===== src/rtl/uart_boot_loader.sv =====
// UART boot loader: 8N1 receiver plus framing FSM that writes an image into instruction BRAM.
// Optional inter-byte timeout is built only when BOOT_TIMEOUT_EN is defined.
//
// state   | meaning
// --------+----------------------------------------------
// SYNC    | hunting for the 0xA5 preamble
// LEN_LO  | waiting for low byte of word count
// LEN_HI  | waiting for high byte of word count
// DATA    | receiving payload, one BRAM write per 4 bytes
// CSUM    | waiting for checksum byte
// DONE    | image verified, CPU released (until rst)
// ERR     | load failed, CPU held (until rst)
module uart_boot_loader #(
    parameter int CLKS_PER_BIT = 868,
    parameter int MAX_WORDS    = 1024,
    parameter int TIMEOUT_CLKS = 1000000
) (
    input  logic        clk,
    input  logic        rst,
    input  logic        rx_line,
    output logic [31:0] o_addr,
    output logic [31:0] o_data,
    output logic        o_write,
    output logic        cpu_hold,
    output logic        boot_done,
    output logic        boot_err
);
    localparam int CW = $clog2(CLKS_PER_BIT + 1);
    localparam int IW = $clog2(MAX_WORDS) + 1;
    localparam logic [CW-1:0] HALF_BIT = CW'(CLKS_PER_BIT / 2 - 1);
    localparam logic [CW-1:0] FULL_BIT = CW'(CLKS_PER_BIT - 1);

    typedef enum logic [1:0] {RX_IDLE, RX_START, RX_DATA, RX_STOP} rx_state_t;
    typedef enum logic [2:0] {SYNC, LEN_LO, LEN_HI, DATA, CSUM, DONE, ERR} state_t;

    rx_state_t      rx_st, rx_nxt;
    state_t         state, state_nxt;
    logic           rx_meta, rx_s, rx_prev, rx_fall;
    logic [CW-1:0]  bit_tmr;
    logic           bit_tc;
    logic [2:0]     bit_cnt;
    logic [7:0]     rx_byte;
    logic           byte_valid, frame_err;
    logic [7:0]     len_lo, csum;
    logic [15:0]    len16;
    logic [IW-1:0]  n_words, idx;
    logic [1:0]     byte_k;
    logic [31:0]    word_sr;
    logic           active, last_word, tmo_hit;

    assign rx_fall   = rx_prev & ~rx_s;
    assign bit_tc    = (bit_tmr == '0);
    assign len16     = {rx_byte, len_lo};
    assign active    = (state == LEN_LO) || (state == LEN_HI) || (state == DATA) || (state == CSUM);
    assign last_word = (IW'(idx + IW'(1)) == n_words);
    assign cpu_hold  = (state != DONE);
    assign boot_done = (state == DONE);
    assign boot_err  = (state == ERR);

    always_comb begin
        rx_nxt     = rx_st;
        byte_valid = 1'b0;
        frame_err  = 1'b0;
        case (rx_st)
            RX_IDLE:  if (rx_fall) rx_nxt = RX_START;
            RX_START: if (bit_tc) rx_nxt = rx_s ? RX_IDLE : RX_DATA;
            RX_DATA:  if (bit_tc && bit_cnt == 3'd7) rx_nxt = RX_STOP;
            RX_STOP: begin
                if (bit_tc) begin
                    rx_nxt     = RX_IDLE;
                    byte_valid = rx_s;
                    frame_err  = ~rx_s;
                end
            end
            default:  rx_nxt = RX_IDLE;
        endcase
    end

    always_ff @(posedge clk) begin
        if (rst) begin
            rx_meta <= 1'b1;
            rx_s    <= 1'b1;
            rx_prev <= 1'b1;
            rx_st   <= RX_IDLE;
            bit_tmr <= HALF_BIT;
            bit_cnt <= 3'd0;
            rx_byte <= 8'h00;
        end else begin
            rx_meta <= rx_line;
            rx_s    <= rx_meta;
            rx_prev <= rx_s;
            rx_st   <= rx_nxt;
            // Idle preloads the half-bit count so the start bit is checked mid-bit.
            if (rx_st == RX_IDLE)
                bit_tmr <= HALF_BIT;
            else if (bit_tc)
                bit_tmr <= FULL_BIT;
            else
                bit_tmr <= bit_tmr - CW'(1);
            if (rx_st == RX_IDLE)
                bit_cnt <= 3'd0;
            else if (rx_st == RX_DATA && bit_tc) begin
                bit_cnt <= bit_cnt + 3'd1;
                rx_byte <= {rx_s, rx_byte[7:1]};
            end
        end
    end

    always_comb begin
        state_nxt = state;
        case (state)
            SYNC:   if (byte_valid && rx_byte == 8'hA5) state_nxt = LEN_LO;
            LEN_LO: if (byte_valid) state_nxt = LEN_HI;
            LEN_HI: begin
                if (byte_valid) begin
                    if (len16 > 16'(MAX_WORDS))
                        state_nxt = ERR;
                    else if (len16 == 16'd0)
                        state_nxt = CSUM;
                    else
                        state_nxt = DATA;
                end
            end
            DATA:   if (byte_valid && byte_k == 2'd3 && last_word) state_nxt = CSUM;
            CSUM:   if (byte_valid) state_nxt = (rx_byte == csum) ? DONE : ERR;
            default: state_nxt = state;
        endcase
        if (active && (frame_err || tmo_hit))
            state_nxt = ERR;
    end

    always_ff @(posedge clk) begin
        if (rst) begin
            state   <= SYNC;
            o_addr  <= 32'd0;
            o_data  <= 32'd0;
            o_write <= 1'b0;
            len_lo  <= 8'h00;
            n_words <= '0;
            idx     <= '0;
            byte_k  <= 2'd0;
            csum    <= 8'h00;
            word_sr <= 32'd0;
        end else begin
            state   <= state_nxt;
            o_write <= 1'b0;
            if (byte_valid) begin
                case (state)
                    LEN_LO: len_lo  <= rx_byte;
                    LEN_HI: n_words <= IW'(len16);
                    DATA: begin
                        word_sr <= {rx_byte, word_sr[31:8]};
                        csum    <= csum ^ rx_byte;
                        byte_k  <= byte_k + 2'd1;
                        if (byte_k == 2'd3) begin
                            o_write <= 1'b1;
                            o_data  <= {rx_byte, word_sr[31:8]};
                            o_addr  <= 32'(idx) << 2;
                            idx     <= idx + IW'(1);
                        end
                    end
                    default: ;
                endcase
            end
        end
    end

`ifdef BOOT_TIMEOUT_EN
    localparam int TW = $clog2(TIMEOUT_CLKS + 1);
    logic [TW-1:0] tmo_cnt;

    always_ff @(posedge clk) begin
        if (rst || !active || byte_valid)
            tmo_cnt <= TW'(TIMEOUT_CLKS - 1);
        else if (tmo_cnt != '0)
            tmo_cnt <= tmo_cnt - TW'(1);
    end

    assign tmo_hit = active && !byte_valid && (tmo_cnt == '0);
`else
    assign tmo_hit = 1'b0;
`endif

endmodule

===== config.mk =====
export PLATFORM = sky130hd
export DESIGN_NAME = uart_boot_loader
export DESIGN_NICKNAME = d
export VERILOG_FILES = /design/src/rtl/uart_boot_loader.sv
export SDC_FILE = /design/constraint.sdc
export NUM_CORES = 1
export LEC_CHECK = 0
export ABC_AREA = 1
export ABC_CLOCK_PERIOD_IN_PS = 2200
export CORE_MARGIN = 10
export CORE_UTILIZATION = 36
export CTS_BUF_LIST = sky130_fd_sc_hd__clkbuf_4
export CTS_CLUSTER_DIAMETER = 200
export CTS_CLUSTER_SIZE = 30
export DETAILED_ROUTE_END_ITERATION = 10
export PLACE_DENSITY = 0.56
export RECOVER_POWER = 50
export SYNTH_ARGS = -nofsm -noshare
export SYNTH_HDL_FRONTEND = slang
export SYNTH_SLANG_ARGS = --single-unit

===== constraint.sdc =====
create_clock -name clk -period 2.2 [get_ports clk]
set_input_delay 0.22 -clock clk [delete_from_list [all_inputs] [get_ports clk]]
set_output_delay 0.22 -clock clk [all_outputs]
set_load 0.01 [all_outputs]

==> results of run 1 <==
path summary, 6_finish.rpt:
| check | startpoint | endpoint | slack, ns |
|---|---|---|---|
| setup / recovery | state[0] | boot_done | 0.12 |
| hold / removal | rx_line | rx_meta | 0.24 |
| setup reg to reg | idx[0] | state[1] | 0.14 |
| hold reg to reg | bit_tmr[0] | bit_tmr[0] | 0.43 |
cell usage in the layout (no fill, tap or decap), drive strengths merged, types with 3 or more instances in the layout:
cell type	count
dfxtp	137
o21ai	96
nor2	95
inv	94
nand2	85
a21oi	61
nand3	51
clkdlybuf4s50	49
a211oi	25
conb	21
clkbuf	19
buf	12
nand4	11
nor3	9
xnor2	8
xor2	7
ha	6
a31oi	5
clkinvlp	4
clkinv	4
or2	3
o31ai	3
nor4	3
area by class of cell:
class | count | area, µm² | share of cell area [%]
Inverter | 89 | 336.6 | 4.916
Timing Repair Buffer | 62 | 613.1 | 8.955
Tap cell | 216 | 270.3 | 3.947
Sequential cell | 137 | 2751 | 40.19
Multi-Input combinational cell | 492 | 2600 | 37.98
Clock inverter | 14 | 140.1 | 2.047
Clock buffer | 18 | 135.1 | 1.974
layer usage:
metal | GRT usage (%) | vias up | wire [µm]
met5 | 0 | - | 0
met4 | 4.708 | 0 | 197
met3 | 3.914 | 18 | 687
met2 | 21.79 | 101 | 6653
met1 | 16.77 | 2333 | 6966
li1 | - | 2544 | -
repair_timing:
item	in CTS	in global routing
endpoints found under the setup margin	1	22
pin swaps	0	1
resized for setup	1	14
power by group through the flow:
stage	clock (mW)	combinational (mW)	sequential [mW]
2_1_floorplan	0	0.185	2.58
3_3_place_gp	0	0.214	2.58
3_5_place_dp	0	0.222	2.58
4_1_cts	1.69	0.224	2.52
5_1_grt	1.80	0.263	2.53
6_report	1.63	0.225	2.52
cell usage after synthesis (2+ instances only):
master | n | share of area (%)
dfxtp_1 | 137 | 46
nor2_1 | 89 | 5.6
inv_1 | 85 | 5.4
nand2_1 | 84 | 5.3
o21ai_0 | 76 | 6.4
a21oi_1 | 61 | 5.1
nand3_1 | 50 | 4.2
a211oi_1 | 23 | 2.9
buf_4 | 21 | 2.7
clkbuf_1 | 20 | 1.3
o21ai_2 | 20 | 3.0
nand4_1 | 11 | 1.2
buf_2 | 9 | 0.76
nor3_1 | 8 | 0.68
xnor2_1 | 8 | 1.2
xor2_1 | 7 | 1.0
buf_6 | 6 | 1.1
ha_1 | 6 | 1.3
a31oi_1 | 5 | 0.53
nor2_4 | 5 | 0.95
inv_2 | 3 | 0.19
nor4_1 | 3 | 0.32
o31ai_1 | 3 | 0.38
or2_2 | 3 | 0.32
a211oi_2 | 2 | 0.42
buf_1 | 2 | 0.13
critical path, cell delays in order (launching register included):
cell and delay, ns:
dfxtp_1 0.44, inv_1 0.13, nor3_2 0.16, clkdlybuf4s50_1 0.58
cells by family after synthesis:
logic type,synth area share (%)
flip-flops,46.24
XOR/XNOR,2.215
AO/OA/AOI/OAI,19.03
buffers and inverters,11.58
adder cells (fa/ha/maj),1.266
AND/OR/NAND/NOR,19.60
other,0.06323
metrics by stage:
step                      power (mW)  util, %  setup WS [ns]  cell area [µm²]
after floorplan                2.761        -         0.4280             6006
after global placement         2.791    40.85       0.009115             6536
after detailed placement       2.802    40.85        0.05038             6536
after CTS                      4.434    42.60        0.02041             6817
after global routing           4.593    42.79       -0.03384             6847
final                          4.379    42.79         0.1229             6847
sequential cells by signal, summed over array words and instances (netlist names), named ones only:
name,flops
rx_prev,1
o_addr,11
bit_cnt,3
idx,11
rx_s,1
csum,8
bit_tmr,10
rx_meta,1
state,3
o_data,32
word_sr,24
byte_k,2
n_words,11
rx_st,1
o_write,1
len_lo,8
rx_byte,8
==> results.ini, run 1 <==
[outcome]
status = finished, final reports clean

[final_layout]
area_growth_pct = 15.44
antenna_cells = 0
fill_cells = 1653
finalNetCount = 808
drive_gt1_share_pct = 11.21
finalNonFillerCells = 1028

[power]
sw_frac_of_total_pct = 27.58
p_int_mw = 3.171
leakage_nw = 2.750
netSwitchingPower_mw = 1.208
clock_power_share_pct = 37.3
irDropWorstVdd_v = 0.0003099
p_comb_share_pct = 5.1
p_per_area_mw_per_mm2 = 639.6
share_seq_of_total_power_pct = 57.6

[worst_setup_path]
reg2regPathDepth = 15
cp-start-kind = register
worstPathArrival_ns = 1.86
crit_path_max_fanout = 5
end_kind = output port
worstPathRequired_ns = 1.98
critPathKind = reg -> out

[synthesis]
async_flop_share_pct = 0
synth-seq-cells = 137
ys_seq_area_share_pct = 46.24
synthCells = 756
ys.warnings.count = 0
syn_avg_cell_area_um2 = 7.845
synth_cell_types = 35
syn-cell-area_mm2 = 0.005931
synth_flop_cell = dfxtp_1
synth_edf_count = 0

[sta]
hold_violations = 0
skew_ns = 0.01991
worst_pin_slew_ns = 1.270
holdWs_ns = 0.2366
setup_viol_count_final = 0
rsz0062_at_grt = yes
maxSlewHeadroom_pct = 15.36
timing.fmax_ghz = 0.4814
maxSlewViolCount = 0
finalCritPeriodShare_pct = 94.41
min_period_ns = 2.077
tns_ns = 0

[job]
maxCapViolations = 0

[die]
row_count = 46
die_x_um = 148.4
die_h_um = 148.4
dieArea_mm2 = 0.02201
ios = 71
start_util_pct = 37.07
core_mm2 = 0.01600

[place]
dp_hpwl_um = 10480
dpl.cell_count = 996
place_congestion = 0.8461
portBuffers = 49

[routing]
drc_errors = 0
via_per_inst = 4.860
via_count = 4996
final_antenna_net_count = 0
drtPass1Iterations = 5
totalWireLength_um = 14500
drt_iter0_drc = 333
wl_per_cell_um = 14.11

[grt]
grt_overflow = 0
grt_pass1_wl_um = 24380
grtUsageTotal_pct = 13.49
grt_pass1_vias = 4883
grt_max_degree = 58
antenna_found_initial = 0

[clock_network]
htreeDepth = 4
cts.path.max_buffers = 2
clk_latency_ns = 0.56
cts_sinks = 137
cts_buffers = 17
cts_root_buffer = clkbuf_4
cts_setup_buffers = 0
cts_tree = yes
hold_buffers = 0
clkTransAtPathRegs_ns = 0.12

[min_path]
worst_hold_path.num_cells = 2
min_path_type = in -> reg

(Power assumes the default switching activity.)
==> inputs of run 2 (changes only) <==
--- a/config.mk
+++ b/config.mk
@@ -13,8 +13,9 @@
 export CTS_CLUSTER_DIAMETER = 200
 export CTS_CLUSTER_SIZE = 30
 export DETAILED_ROUTE_END_ITERATION = 10
-export PLACE_DENSITY = 0.56
+export PLACE_DENSITY_LB_ADDON = 0.05
 export RECOVER_POWER = 50
 export SYNTH_ARGS = -nofsm -noshare
 export SYNTH_HDL_FRONTEND = slang
 export SYNTH_SLANG_ARGS = --single-unit
+export TNS_END_PERCENT = 20
==> results.ini, run 2 (synthesis results as in run 1) <==
[clock_network]
cts_setup_buffers = 0
cts_buffers = 17
cts_sinks = 137
clk_latency_ns = 0.55
clkTransAtPathRegs_ns = 0.13
cts_root_buffer = clkbuf_4
cts_tree = yes
hold_buffers = 0
htreeDepth = 4
cts.path.max_buffers = 2

[power]
finalPower_mw = 4.498
netSwitchingPower_mw = 1.141
leakage_nw = 2.818
p_per_area_mw_per_mm2 = 652.4
sw_frac_of_total_pct = 25.36
share_seq_of_total_power_pct = 56.1
p_int_mw = 3.357
clock_power_share_pct = 39.1
p_comb_share_pct = 4.8
irDropWorstVdd_v = 0.0003655

[routing]
final_antenna_net_count = 0
wl_per_cell_um = 14.30
totalWireLength_um = 14760
via_count = 4972
drtPass1Iterations = 5
drc_errors = 0
via_per_inst = 4.818
drt_iter0_drc = 321

[grt]
grt_pass1_vias = 4673
grt_pass1_wl_um = 24030
grt_overflow = 0
grtUsageTotal_pct = 13.49
grt_max_degree = 77
antenna_found_initial = 1

[sta]
min_period_ns = 2.078
hold_violations = 0
maxSlewViolCount = 0
skew_ns = 0.02594
setup_viol_count_final = 0
timing.fmax_ghz = 0.4813
tns_ns = 0
rsz0062_at_grt = yes
finalCritPeriodShare_pct = 94.45

[final_layout]
multi_input_area_mm2 = 0.002599
drive_gt1_share_pct = 11.41
finalNetCount = 811
final_cell_mix = 136 x dfxtp_1, 87 x nor2_1, 84 x inv_1, 82 x nand2_1, 76 x o21ai_0
seq_area_mm2 = 0.002744
fill_cells = 1670
largest_reg_flops = 32
final_common_cell = dfxtp_1
reg.largest.list = o_data: 32 flops, word_sr: 24 flops
area_growth_pct = 16.24
largest_register = o_data

[worst_setup_path]
worstPathRequired_ns = 2.64
reg2reg_from = idx[1]
crit_path_max_fanout = 7
worstPathArrival_ns = 2.51
critPathKind = reg -> reg
crit_path_start = idx[1]
end_kind = register
rrSetupSlack_ns = 0.12
cp-start-kind = register

[place]
portBuffers = 49
dp_hpwl_um = 10690
place_congestion = 0.8344

[die]
start_util_pct = 37.07
dieArea_mm2 = 0.02201
core_mm2 = 0.01600
die_h_um = 148.4
ios = 71
die_x_um = 148.4
row_count = 46

[outcome]
status = finished, final reports clean

[min_path]
min_path_type = in -> reg
min_from = rx_line

[job]
maxCapViolations = 0

run 2: changes by cell type in the layout (fill, tap and decap cells not counted), sizes merged:
| cell | change |
|---|---|
| dlymetal6s2s | +1 |
| clkinvlp | -1 |
| buf | +4 |
| diode | +1 |
| inv | -3 |
| dlygate4sd3 | +4 |
| clkbuf | -2 |
| clkdlybuf4s50 | -5 |
| clkinv | +3 |
| bufinv | +2 |
run 2: cell type report:
cell class	count	area share, %
Antenna cell	1	0.03630
Clock inverter	15	2.541
Sequential cell	137	39.80
Multi-Input combinational cell	492	37.70
Inverter	89	4.846
Timing Repair Buffer	65	9.310
Tap cell	216	3.920
Clock buffer	17	1.851
run 2: worst max-delay path, cell delays in order, from the launching register on:
cell and delay (ns):
dfxtp_2 0.40, ha_2 0.22, nand2_2 0.12, nor2_4 0.20
nand2_1 0.10, nand3_1 0.07, nand2_1 0.07, nor2_1 0.10
nand3_1 0.09, nor2_1 0.09, nand2_1 0.09, nand2_1 0.11
nand2_1 0.09, o21ai_0 0.18, inv_1 0.05
run 2: repair_timing:
action	4_1_cts	5_1_grt
gates cloned	0	0
setup endpoints to repair	4	7
resized for setup	2	9
pin swaps	0	1
hold endpoints to repair	0	0
run 2: power by group through the flow:
stage	Combinational (mW)	Sequential (mW)	Clock, mW
2_1_floorplan	0.185	2.58	0
3_3_place_gp	0.210	2.58	0
3_5_place_dp	0.215	2.58	0
4_1_cts	0.215	2.52	1.83
5_1_grt	0.248	2.53	1.95
6_report	0.214	2.52	1.76
run 2: metal layers:
layer	wire length, µm	GRT usage (%)
met1	6928	16.37
met2	6947	21.93
met3	663	3.823
met4	219	5.600
met5	0	0
run 2: through the flow:
stage               setup WS [ns]  hold WS (ns)  instances  area, µm²  util, %
floorplan                  0.4280        0.2921        776       6006        -
global placement         -0.06658        0.3936        999       6559    40.99
detailed placement       -0.01220        0.3991        999       6559    40.99
CTS                       0.01034        0.1872       1031       6868    42.92
global route             -0.06028        0.2105       1032       6894    43.09
finish                     0.1222        0.2438       1032       6894    43.09
run 2: path summary, 6_finish.rpt:
path                                 end  depth (start not counted)
worst max-delay path            state[0]                         14
worst min-delay path             rx_meta                          2
worst max register to register  state[0]                         14
worst min register to register      rx_s                          1
==> inputs of run 3 (changes only) <==
--- a/config.mk
+++ b/config.mk
@@ -9,7 +9,7 @@
 export ABC_CLOCK_PERIOD_IN_PS = 2200
 export CORE_MARGIN = 10
 export CORE_UTILIZATION = 36
-export CTS_BUF_LIST = sky130_fd_sc_hd__clkbuf_4
+export CTS_BUF_LIST = sky130_fd_sc_hd__clkbuf_4 sky130_fd_sc_hd__clkbuf_8
 export CTS_CLUSTER_DIAMETER = 200
 export CTS_CLUSTER_SIZE = 30
 export DETAILED_ROUTE_END_ITERATION = 10
==> results.ini, run 3 (synthesis results as in run 1) <==
[sta]
maxSlewViolCount = 0
tns_ns = 0
skew_ns = 0.009450
worst_slack_ns = 0.1397
setup_viol_count_final = 0
hold_violations = 0
timing.fmax_ghz = 0.4854
rsz0062_at_grt = yes
min_period_ns = 2.060
finalCritPeriodShare_pct = 93.65

[place]
dp_hpwl_um = 10690
portBuffers = 49
place_ws_ns = -0.01220
place_congestion = 0.8344
place_area_mm2 = 0.006559

[clock_network]
cts_tree = yes
clk_latency_ns = 0.45
cts.path.max_buffers = 2
cts_root_buffer = clkbuf_8
cts_buffers = 17
hold_buffers = 0
cts_sinks = 137
clkTransAtPathRegs_ns = 0.07
htreeDepth = 4

[grt]
grt_max_degree = 77
grt_pass1_wl_um = 24170
grt_overflow = 0
antenna_found_initial = 0
grt_pass1_vias = 4715
grtUsageTotal_pct = 13.58

[worst_setup_path]
cp-start-kind = register
crit_path_start = state[2]
reg2regPathDepth = 14
worstPathArrival_ns = 1.84
worstPathRequired_ns = 1.98
critPathKind = reg -> out
r2r_end = state[0]
rrSetupSlack_ns = 0.16
setup.worst_path.end = boot_done
end_kind = output port
crit_path_max_fanout = 5
reg2reg_from = idx[1]

[routing]
totalWireLength_um = 14730
final_antenna_net_count = 0
via_count = 4986
drc_errors = 0
via_per_inst = 4.836
wl_per_cell_um = 14.29
drt_iter0_drc = 297
drtPass1Iterations = 5

[final_layout]
final_cell_mix = 136 x dfxtp_1, 86 x nor2_1, 84 x inv_1, 81 x nand2_1, 76 x o21ai_0
reg.largest.list = o_data: 32 flops, word_sr: 24 flops
largest_register = o_data
finalNetCount = 811
antenna_cells = 0
largest_reg_flops = 32
final_design_area_no_fill_mm2 = 0.007007
area_growth_pct = 18.14
final_common_cell = dfxtp_1
drive_gt1_share_pct = 11.53
fill_cells = 1655

[outcome]
status = finished, final reports clean

[min_path]
min_from = rx_line
min_path_type = in -> reg

[die]
ios = 71
row_count = 46
die_h_um = 148.4
die_x_um = 148.4
core_mm2 = 0.01600
start_util_pct = 37.07
dieArea_mm2 = 0.02201

[power]
irDropWorstVdd_v = 0.0003415
leakage_nw = 2.989
p_per_area_mw_per_mm2 = 701.3

[job]
maxCapViolations = 0

run 3: cell count changes in the layout (fill, tap and decap cells not counted), sizes merged:
cell	change
clkdlybuf4s50	-40
buf	-1
diode	-1
dlygate4sd3	+41
dlymetal6s2s	-1
inv	-1
clkbuf	+2
run 3: timing repair:
action | CTS | global route
pin swaps | 0 | 2
setup buffers | 0 | 0
setup endpoints to repair | 2 | 7
gates resized for setup | 1 | 10
run 3: critical path: stages (launching register included):
cell and delay [ns]:
dfxtp_1 0.39, inv_1 0.13, nor3_1 0.28, clkdlybuf4s50_1 0.60
run 3: cell type report:
type / instances / area, µm² / share of cell area (%)
sequential: 137 / 2744 / 39.16
clock buffer: 18 / 247.7 / 3.536
inverter: 89 / 334.1 / 4.768
tap: 216 / 270.3 / 3.857
multi-input combinational: 492 / 2604 / 37.16
clock inverter: 14 / 171.4 / 2.446
timing repair buffer: 65 / 635.6 / 9.071
run 3: per-stage QoR:
stage               util (%)  hold slack [ns]  total power [mW]  cells
finish                 43.79           0.3345             4.914   1031
CTS                    43.63           0.3121             4.992   1031
global route           43.79           0.3221             5.147   1031
detailed placement     40.99           0.3991             2.795    999
global placement       40.99           0.3936             2.789    999
floorplan                  -           0.2921             2.761    776
run 3: report_power, final:
| group | switching, mW | internal, mW | total, mW |
|---|---|---|---|
| sequential | 0.0204 | 2.50 | 2.52 |
| clock | 1.02 | 1.16 | 2.18 |
| combinational | 0.149 | 0.0654 | 0.214 |
run 3: how the worst min path moves through the flow:
stage	end	slack [ns]	cells past startpoint
2_1_floorplan	o_write	0.29	1
3_5_place_dp	rx_s	0.40	1
6_report	rx_meta	0.33	2
5_1_grt	rx_meta	0.32	2
3_3_place_gp	bit_tmr[0]	0.39	1
4_1_cts	rx_meta	0.31	2
run 3: per-layer routing:
metal,vias up,global-route usage (%),part of all wire [%]
met5,-,0,0
met4,0,5.005,1.5
met3,18,4.187,4.9
met2,97,22.17,47
met1,2317,16.45,47
li1,2554,-,-
